<file path="config.mk">
export PLATFORM = sky130hd
export DESIGN_NAME = ifetch_unit
export DESIGN_NICKNAME = d
export VERILOG_FILES = /design/src/rtl/ifetch_unit.sv
export SDC_FILE = /design/constraint.sdc
export NUM_CORES = 1
export LEC_CHECK = 0
export BUFFER_PORTS_ARGS = -buffer_cell sky130_fd_sc_hd__buf_2
export CORE_MARGIN = 2
export CORE_UTILIZATION = 35
export CTS_CLUSTER_DIAMETER = 50
export DETAILED_ROUTE_END_ITERATION = 7
export GPL_TIMING_DRIVEN = 0
export SLEW_MARGIN = 20
export SYNTH_ARGS = -nofsm -noshare
export SYNTH_HDL_FRONTEND = slang
export SYNTH_SLANG_ARGS = --single-unit
export TNS_END_PERCENT = 100
</file>
<file path="constraint.sdc">
create_clock -name clk -period 8.5 [get_ports clk]
set_input_delay 1.275 -clock clk [delete_from_list [all_inputs] [get_ports clk]]
set_output_delay 1.275 -clock clk [all_outputs]
set_load 0.01 [all_outputs]
</file>
<file path="src/rtl/ifetch_unit.sv">
// ifetch_unit: instruction fetch requester. Holds the PC, keeps at most one
// request outstanding to instruction memory, buffers returned words in a small
// FIFO for decode, and drops stale in-flight data after a branch/jump redirect.
//
// Handshakes:
//   imem side   - a request transfers at a posedge where imem_enable=1 and
//                 imem_ready=1; imem_data is captured at that same edge.
//                 imem_addr stays constant while imem_enable=1 and imem_ready=0.
//   decode side - the head entry transfers at a posedge where instr_valid=1
//                 and instr_accept=1; instr_accept while empty has no effect.
module ifetch_unit #(
    parameter int                ADDR_W    = 32,
    parameter int                INSTR_W   = 32,
    parameter logic [ADDR_W-1:0] RESET_PC  = '0,
    parameter int                BUF_DEPTH = 2
) (
    input  logic               clk,
    input  logic               reset,
    output logic [ADDR_W-1:0]  imem_addr,
    output logic               imem_enable,
    input  logic [INSTR_W-1:0] imem_data,
    input  logic               imem_ready,
    input  logic               redirect_valid,
    input  logic [ADDR_W-1:0]  redirect_pc,
    output logic               instr_valid,
    output logic [INSTR_W-1:0] instr_data,
    output logic [ADDR_W-1:0]  instr_pc,
    input  logic               instr_accept,
    output logic [1:0]         dbg_state_o
);

    localparam int PTR_W = (BUF_DEPTH > 1) ? $clog2(BUF_DEPTH) : 1;
    localparam int CNT_W = PTR_W + 1;
    localparam logic [CNT_W-1:0] DEPTH_C = CNT_W'(BUF_DEPTH);

    typedef enum logic [1:0] {
        IDLE = 2'd0,
        REQ  = 2'd1,
        KILL = 2'd2
    } state_t;

    state_t             state_q, state_d;
    logic [ADDR_W-1:0]  pc_q, pc_d;
    logic [ADDR_W-1:0]  addr_q, addr_d;
    logic [CNT_W-1:0]   count_q, count_d, count_after;
    logic [PTR_W-1:0]   rd_ptr_q, rd_ptr_d;
    logic [PTR_W-1:0]   wr_ptr_q, wr_ptr_d;
    logic [INSTR_W-1:0] data_mem_q [BUF_DEPTH];
    logic [ADDR_W-1:0]  pc_mem_q   [BUF_DEPTH];
    logic               accept, pop, push;

    // Outputs come straight from registers.
    assign imem_enable = (state_q != IDLE);
    assign imem_addr   = addr_q;
    assign instr_valid = (count_q != '0);
    assign instr_data  = data_mem_q[rd_ptr_q];
    assign instr_pc    = pc_mem_q[rd_ptr_q];
    assign dbg_state_o = state_q;

    // A redirect flushes the FIFO, so it suppresses any same-cycle push or pop.
    assign accept      = imem_enable & imem_ready;
    assign pop         = instr_valid & instr_accept & ~redirect_valid;
    assign push        = accept & (state_q == REQ) & ~redirect_valid;
    assign count_after = count_q + CNT_W'(push) - CNT_W'(pop);

    // Next-state, PC and FIFO pointer logic.
    always_comb begin
        state_d  = state_q;
        pc_d     = pc_q;
        count_d  = count_after;
        rd_ptr_d = pop  ? rd_ptr_q + PTR_W'(1) : rd_ptr_q;
        wr_ptr_d = push ? wr_ptr_q + PTR_W'(1) : wr_ptr_q;

        if (redirect_valid) begin
            pc_d     = redirect_pc & ~ADDR_W'(3);
            count_d  = '0;
            rd_ptr_d = '0;
            wr_ptr_d = '0;
            unique case (state_q)
                IDLE:    state_d = REQ;
                REQ:     state_d = accept ? REQ : KILL;
                // If the stale request completes on this very edge there is
                // nothing left in flight, so the new target can be fetched.
                KILL:    state_d = imem_ready ? REQ : KILL;
                default: state_d = IDLE;
            endcase
        end else begin
            unique case (state_q)
                IDLE: begin
                    if ((count_q < DEPTH_C) || pop) begin
                        state_d = REQ;
                    end
                end
                REQ: begin
                    if (accept) begin
                        pc_d    = pc_q + ADDR_W'(4);
                        state_d = (count_after < DEPTH_C) ? REQ : IDLE;
                    end
                end
                KILL: begin
                    // Stale response is discarded; no push happens in KILL.
                    if (imem_ready) begin
                        state_d = REQ;
                    end
                end
                default: state_d = IDLE;
            endcase
        end

        // In KILL the outstanding stale address must stay on the bus.
        addr_d = (state_d == KILL) ? addr_q : pc_d;
    end

    // Control state registers.
    always_ff @(posedge clk or posedge reset) begin
        if (reset) begin
            state_q  <= IDLE;
            pc_q     <= RESET_PC;
            addr_q   <= RESET_PC;
            count_q  <= '0;
            rd_ptr_q <= '0;
            wr_ptr_q <= '0;
        end else begin
            state_q  <= state_d;
            pc_q     <= pc_d;
            addr_q   <= addr_d;
            count_q  <= count_d;
            rd_ptr_q <= rd_ptr_d;
            wr_ptr_q <= wr_ptr_d;
        end
    end

    // FIFO storage; cleared on reset so the head reads zero out of reset.
    always_ff @(posedge clk or posedge reset) begin
        if (reset) begin
            for (int i = 0; i < BUF_DEPTH; i++) begin
                data_mem_q[i] <= '0;
                pc_mem_q[i]   <= '0;
            end
        end else if (push) begin
            data_mem_q[wr_ptr_q] <= imem_data;
            pc_mem_q[wr_ptr_q]   <= addr_q;
        end
    end

endmodule

</file>
# Word-level counts from Yosys, hierarchy flattened
# Index checks and enable logic that the tools add are counted.
[word_totals]
input_bits = 69
output_inout_bits = 100
register_bits = 198
elab_cells = 65
[classes]
n_bitwise = 8
mux = 27
n_reduce_logical = 7
eq_ne = 3
n_lt_le_gt_ge = 5
n_addsub = 5
[ops]
columns = ["operator", "n"]
rows = [
  ["32-bit two-way mux", 10],
  ["64-bit bitwise mux", 2],
  ["32-bit by 3-bit adder with 32-bit output (second input constant)", 1],
  ["32-bit demux with 1-bit select", 1],
  ["2-bit two-way mux", 7],
  ["2-bit case mux with 3 select lines", 2],
  ["2-bit nonzero test", 4],
  ["1-bit bitwise AND", 5],
  ["1-bit two-way mux", 5],
  ["2-bit == test (second input constant)", 2],
  ["2-bit >= comparator (second input constant)", 2],
  ["2-bit less-than comparator (second input constant)", 2],
  ["1-bit NOT with 2-bit output", 2],
  ["1-bit adder (second input constant)", 2],
  ["2-bit by 1-bit adder with 2-bit output", 1],
  ["2-bit by 1-bit == test with 1-bit output (second input constant)", 1],
  ["2-bit zero test", 1],
  ["2-bit by 1-bit less-than comparator with 1-bit output (second input constant)", 1],
  ["2-bit by 1-bit subtractor with 2-bit output", 1],
  ["1-bit logical AND", 1],
  ["1-bit logical OR", 1],
  ["1-bit NOT", 1],
]

# Longest topological paths before layout
[logic_depth]
depth_word = 12
depth_mapped = 11
mapped_depth_nobuf = 10

# Worst setup path before layout
# No wires, ideal clock.
[synth_timing]
path_kind = "input port to flip-flop"
from = "input port redirect_valid"
to = "register state_q[0] (netlist: dbg_state_o[0])"
slack_ps = 5202
required_time_ps = 8423
setup_time_ps = 77
n_path_buf = 3
path_stages = 11
arrival_ps = 3220
cell_sequence = "clkbuf_1 -> buf_1 -> buf_1 -> nor2_1 -> ha_1 -> inv_1 -> ha_1 -> xnor2_1 -> nor2_1 -> mux2_2 -> a21oi_1"
[synth_between]
elab_chain_cells = 9
elab_cells_between_ends = 12
classes_between = "2 x add/sub; 1 x order compare; 5 x mux; 3 x bitwise; 1 x reduce/logical"
[synth_rtl]
columns = ["item", "line_no", "source"]
rows = [
  ["from (decl)", "23", "input logic redirect_valid,"],
  ["1-bit NOT", "62, 63", ""],
  ["1-bit bitwise AND", "63", "assign push = accept & (state_q == REQ) & ~redirect_valid;"],
  ["2-bit by 1-bit adder with 2-bit output", "64", "assign count_after = count_q + CNT_W'(push) - CNT_W'(pop);"],
  ["2-bit by 1-bit subtractor with 2-bit output", "64", ""],
  ["2-bit less-than comparator", "97", "state_d = (count_after < DEPTH_C) ? REQ : IDLE;"],
  ["1-bit two-way mux", "97", ""],
  ["2-bit two-way mux", "95", "if (accept) begin"],
  ["2-bit case mux with 3 select lines", "88", "unique case (state_q)"],
  ["2-bit two-way mux *", "74", "if (redirect_valid) begin"],
  ["named net state_d[0]", "42", "state_t state_q, state_d;"],
  ["to (signal assigned)", "124", "state_q <= state_d;"],
  ["to (decl)", "42", ""],
]
# The timed path passes the listed nets; every way through them passes the cells marked *.
# A chain may end at the register's enable or synchronous reset.

# Worst setup path in the final report
[layout_timing]
from = "register rd_ptr_q"
to = "output port instr_data[30]"
[layout_between]
elab_chain_cells = 4
[layout_rtl]
columns = ["item", "line_no", "source"]
rows = [
  ["from (decl)", "46", "logic [PTR_W-1:0] rd_ptr_q, rd_ptr_d;"],
  ["from (signal assigned)", "128", "rd_ptr_q <= rd_ptr_d;"],
  ["1-bit NOT with 2-bit output (implied by the code)", "56", "assign instr_data = data_mem_q[rd_ptr_q];"],
  ["32-bit two-way mux (implied by the code) (3 in a row)", "56", ""],
  ["to (decl)", "26", "output logic [INSTR_W-1:0] instr_data,"],
]
# Every way passes these cells. The select of a mux whose other input is x is not followed.

==> run summary <==
status: complete, no violations
Post-Syn Nets: 744
GRT Overall Usage: 0.170
clock skew: 14.3 ps
largest family of logic cells by synthesized area: multiplexers
Sink Count: 198
crit start category: flop
DRC: 0
Worst-Margin Slew: 885 ps
largest net degree at the start of global routing: 89
Max-cap violations: 0
pwr dens: 300 mW/mm^2
routed len/inst: 18.4 um
Period Utilization, post-route: 0.453
multi-input logic area: 0.00375 mm^2
fillers: 2408
CP max stage delay: 620 ps
critical path peak fanout: 10
nets: 930
Fin Setup TNS: 0 ps
worst reg2reg path depth: 6
yosys warns: 0
crit path cell chain: clkbuf_1 -> clkbuf_1 -> mux2_2 -> buf_2
Synth cell types: 44
drt total wl: 22000 um
Setup Crit Path Kind: reg2out
Hold Path Class: reg2reg
antenna diode count: 0
FF+latch area: 0.00495 mm^2
Avg Synthesized Cell Area: 13.2 um^2
CORE AREA: 0.0250 mm^2
post-synthesis adder-cell area fraction: 0.00423
antenna-violating nets left: 0
sequential fraction of the synthesis area: 0.558
cell taking the most area after synthesis: dfrtp_1
CTS tree: built
Lkg Pwr: 0.00492 uW
EDFF count, synth: 0
post-layout util: 0.431
Area Overhead vs Synth: 21.5%
Critical-path top delay cell: clkbuf_1
xor and xnor fraction of the mapped netlist area: 0.0276
#FFs+latches synth: 198
RePlAce Congestion: 0.849
critical path data arrival time: 2570 ps
PostCTS Resize Cnt: 0
f_max: 260 MHz
initial antenna violation count: 0
die area: 0.0267 mm^2
unrepaired setup endpoints after global routing: false
Synth async-reset ratio: 1.00
Starting DRT DRC Count: 329
cell count after synthesis: 672
Hold-fix buffers, CTS: 0
# Post-CTS Setup Buffers: 0
global route overflow: 0
hpwl dp: 15700 um
IO Pins: 169
row count: 58
maximum VDD drop: 0.118 mV
Final Critical Period: 3850 ps
Initial DRT Pass Iterations: 4
simple-gate area share of the yosys netlist: 0.0807
final hold vios: 0
Max-slew headroom: 0.410
CP required: 7220 ps
worst hold stages: 1
root buf cell: clkbuf_16
vias in the first global route: 6050
CTS buffer count: 17
critical path's most frequent cell: clkbuf_1
Critical Path End Type: primary output
Post-Synthesis Cell Area: 0.00888 mm^2
Initial Util: 0.355
Die H: 163 um
Clk Latency, worst-skew pair: 430 ps
share of the synthesized area in the top cell type: 0.558
Compound-Gate Fraction of Synth Area: 0.0368
clk buf depth: 2
first-pass GRT wire length: 34500 um
proportion of synthesized area in mux cells: 0.272
Via density: 4.96
Pins Over Slew Limit: 0
fraction of layout instances using a drive strength above 1: 0.352
Setup violations, final: 0
H-Tree Depth: 4
via count: 5952
IO Port Bufs: 165
Worst-path clk slew: 70 ps
Post-synth top flop: dfrtp_1
design area: 0.0108 mm^2
top cells by area, synth: dfrtp_1 (56%), mux2_1 (16%), mux2_2 (11%)
Die X: 163 um
placed cell areas: 0.0102 mm^2
[through the flow]
stage          cells  hold slack, ps  worst slack [ps]  total power, uW
2_1_floorplan    672             454              1830             2060
3_3_place_gp    1167             462              -756             2420
3_5_place_dp    1169             471              4550             2450
4_1_cts         1201             488              4510             3290
5_1_grt         1201             498              4400             3450
6_report        1201             482              4650             3240
[path summary, 6_finish.rpt]
check	from	to	slack, ps
max in group asynchronous	reset	pc_q[25]$_DFF_PP0_	6570
max	rd_ptr_q$_DFFE_PP0P_	instr_data[30]	4650
min in group asynchronous	reset	data_mem_q[19]$_DFFE_PP0P_	790
min reg2reg	pc_mem_q[32]$_DFFE_PP0P_	pc_mem_q[32]$_DFFE_PP0P_	480
max reg2reg	dbg_state_o[0]$_DFF_PP0_	pc_mem_q[47]$_DFFE_PP0P_	5960
min	pc_mem_q[32]$_DFFE_PP0P_	pc_mem_q[32]$_DFFE_PP0P_	480
[power by group]
group	total, uW	leakage, uW	switching [uW]	internal, uW
logic	967	0.00223	456	511
registers	1450	0.00239	175	1270
clock network	829	0.000291	405	424
total	3240	0.00492	1040	2210
[kinds of logic (layout without fill, tap and decap cells)]
| logic type | after synthesis | count (layout) |
|---|---|---|
| fa+ha+maj | 3 | 3 |
| flops | 198 | 198 |
| buf+inv | 46 | 245 |
| xor+xnor | 28 | 28 |
| simple gates | 137 | 137 |
| compound gates | 45 | 45 |
| mux | 215 | 215 |
[sequential cells by signal, indices dropped and copies added, names as in the netlist]
| signal | cells |
|---|---|
| count_q | 2 |
| data_mem_q | 64 |
| dbg_state_o | 2 |
| imem_addr | 32 |
| pc_mem_q | 64 |
| pc_q | 32 |
| rd_ptr_q | 1 |
| wr_ptr_q | 1 |
[placed cells by master (no fill, tap or decap), drive strengths merged, types with 14 or more instances in the layout]
cell | netlist | routed
inv | 9 | 14
dfrtp | 198 | 198
nand2 | 30 | 30
nand3 | 15 | 15
xor2 | 14 | 14
clkbuf | 26 | 43
mux2 | 214 | 214
nor2 | 34 | 34
buf | 11 | 178
and3 | 15 | 15
xnor2 | 14 | 14
[cell usage after synthesis (all sizes together), types with 4 or more instances]
| master | number |
|---|---|
| mux2 | 214 |
| dfrtp | 198 |
| nor2 | 34 |
| nand2 | 30 |
| clkbuf | 26 |
| and3 | 15 |
| nand3 | 15 |
| xnor2 | 14 |
| xor2 | 14 |
| buf | 11 |
| nand4 | 11 |
| o21ai | 10 |
| a21oi | 9 |
| a221o | 9 |
| inv | 9 |
| nor3 | 6 |
| nor4 | 6 |
| a221oi | 4 |
| and4 | 4 |
[metal layers]
| metal | track usage | wire, um | vias to the layer above |
|---|---|---|---|
| met5 | 0 | 0 | - |
| met4 | 0.0475 | 125 | 0 |
| li1 | - | - | 2791 |
| met3 | 0.0310 | 949 | 7 |
| met1 | 0.239 | 10600 | 3013 |
| met2 | 0.268 | 10400 | 141 |
[area by class of cell]
type | instances | area share
clock buffer | 17 | 0.0394
tap | 330 | 0.0382
buffer | 37 | 0.0138
sequential | 198 | 0.459
timing repair buffer | 167 | 0.0816
clock inverter | 15 | 0.0174
inverter | 9 | 0.00382
multi-input combinational | 428 | 0.347
[critical path, delay by kind of cell, from the launching register on]
kind,cells,cell delay (ps)
mux,1,420
flops,1,340
buf+inv,3,1390
No activity file was read; power rests on OpenSTA's default activity.
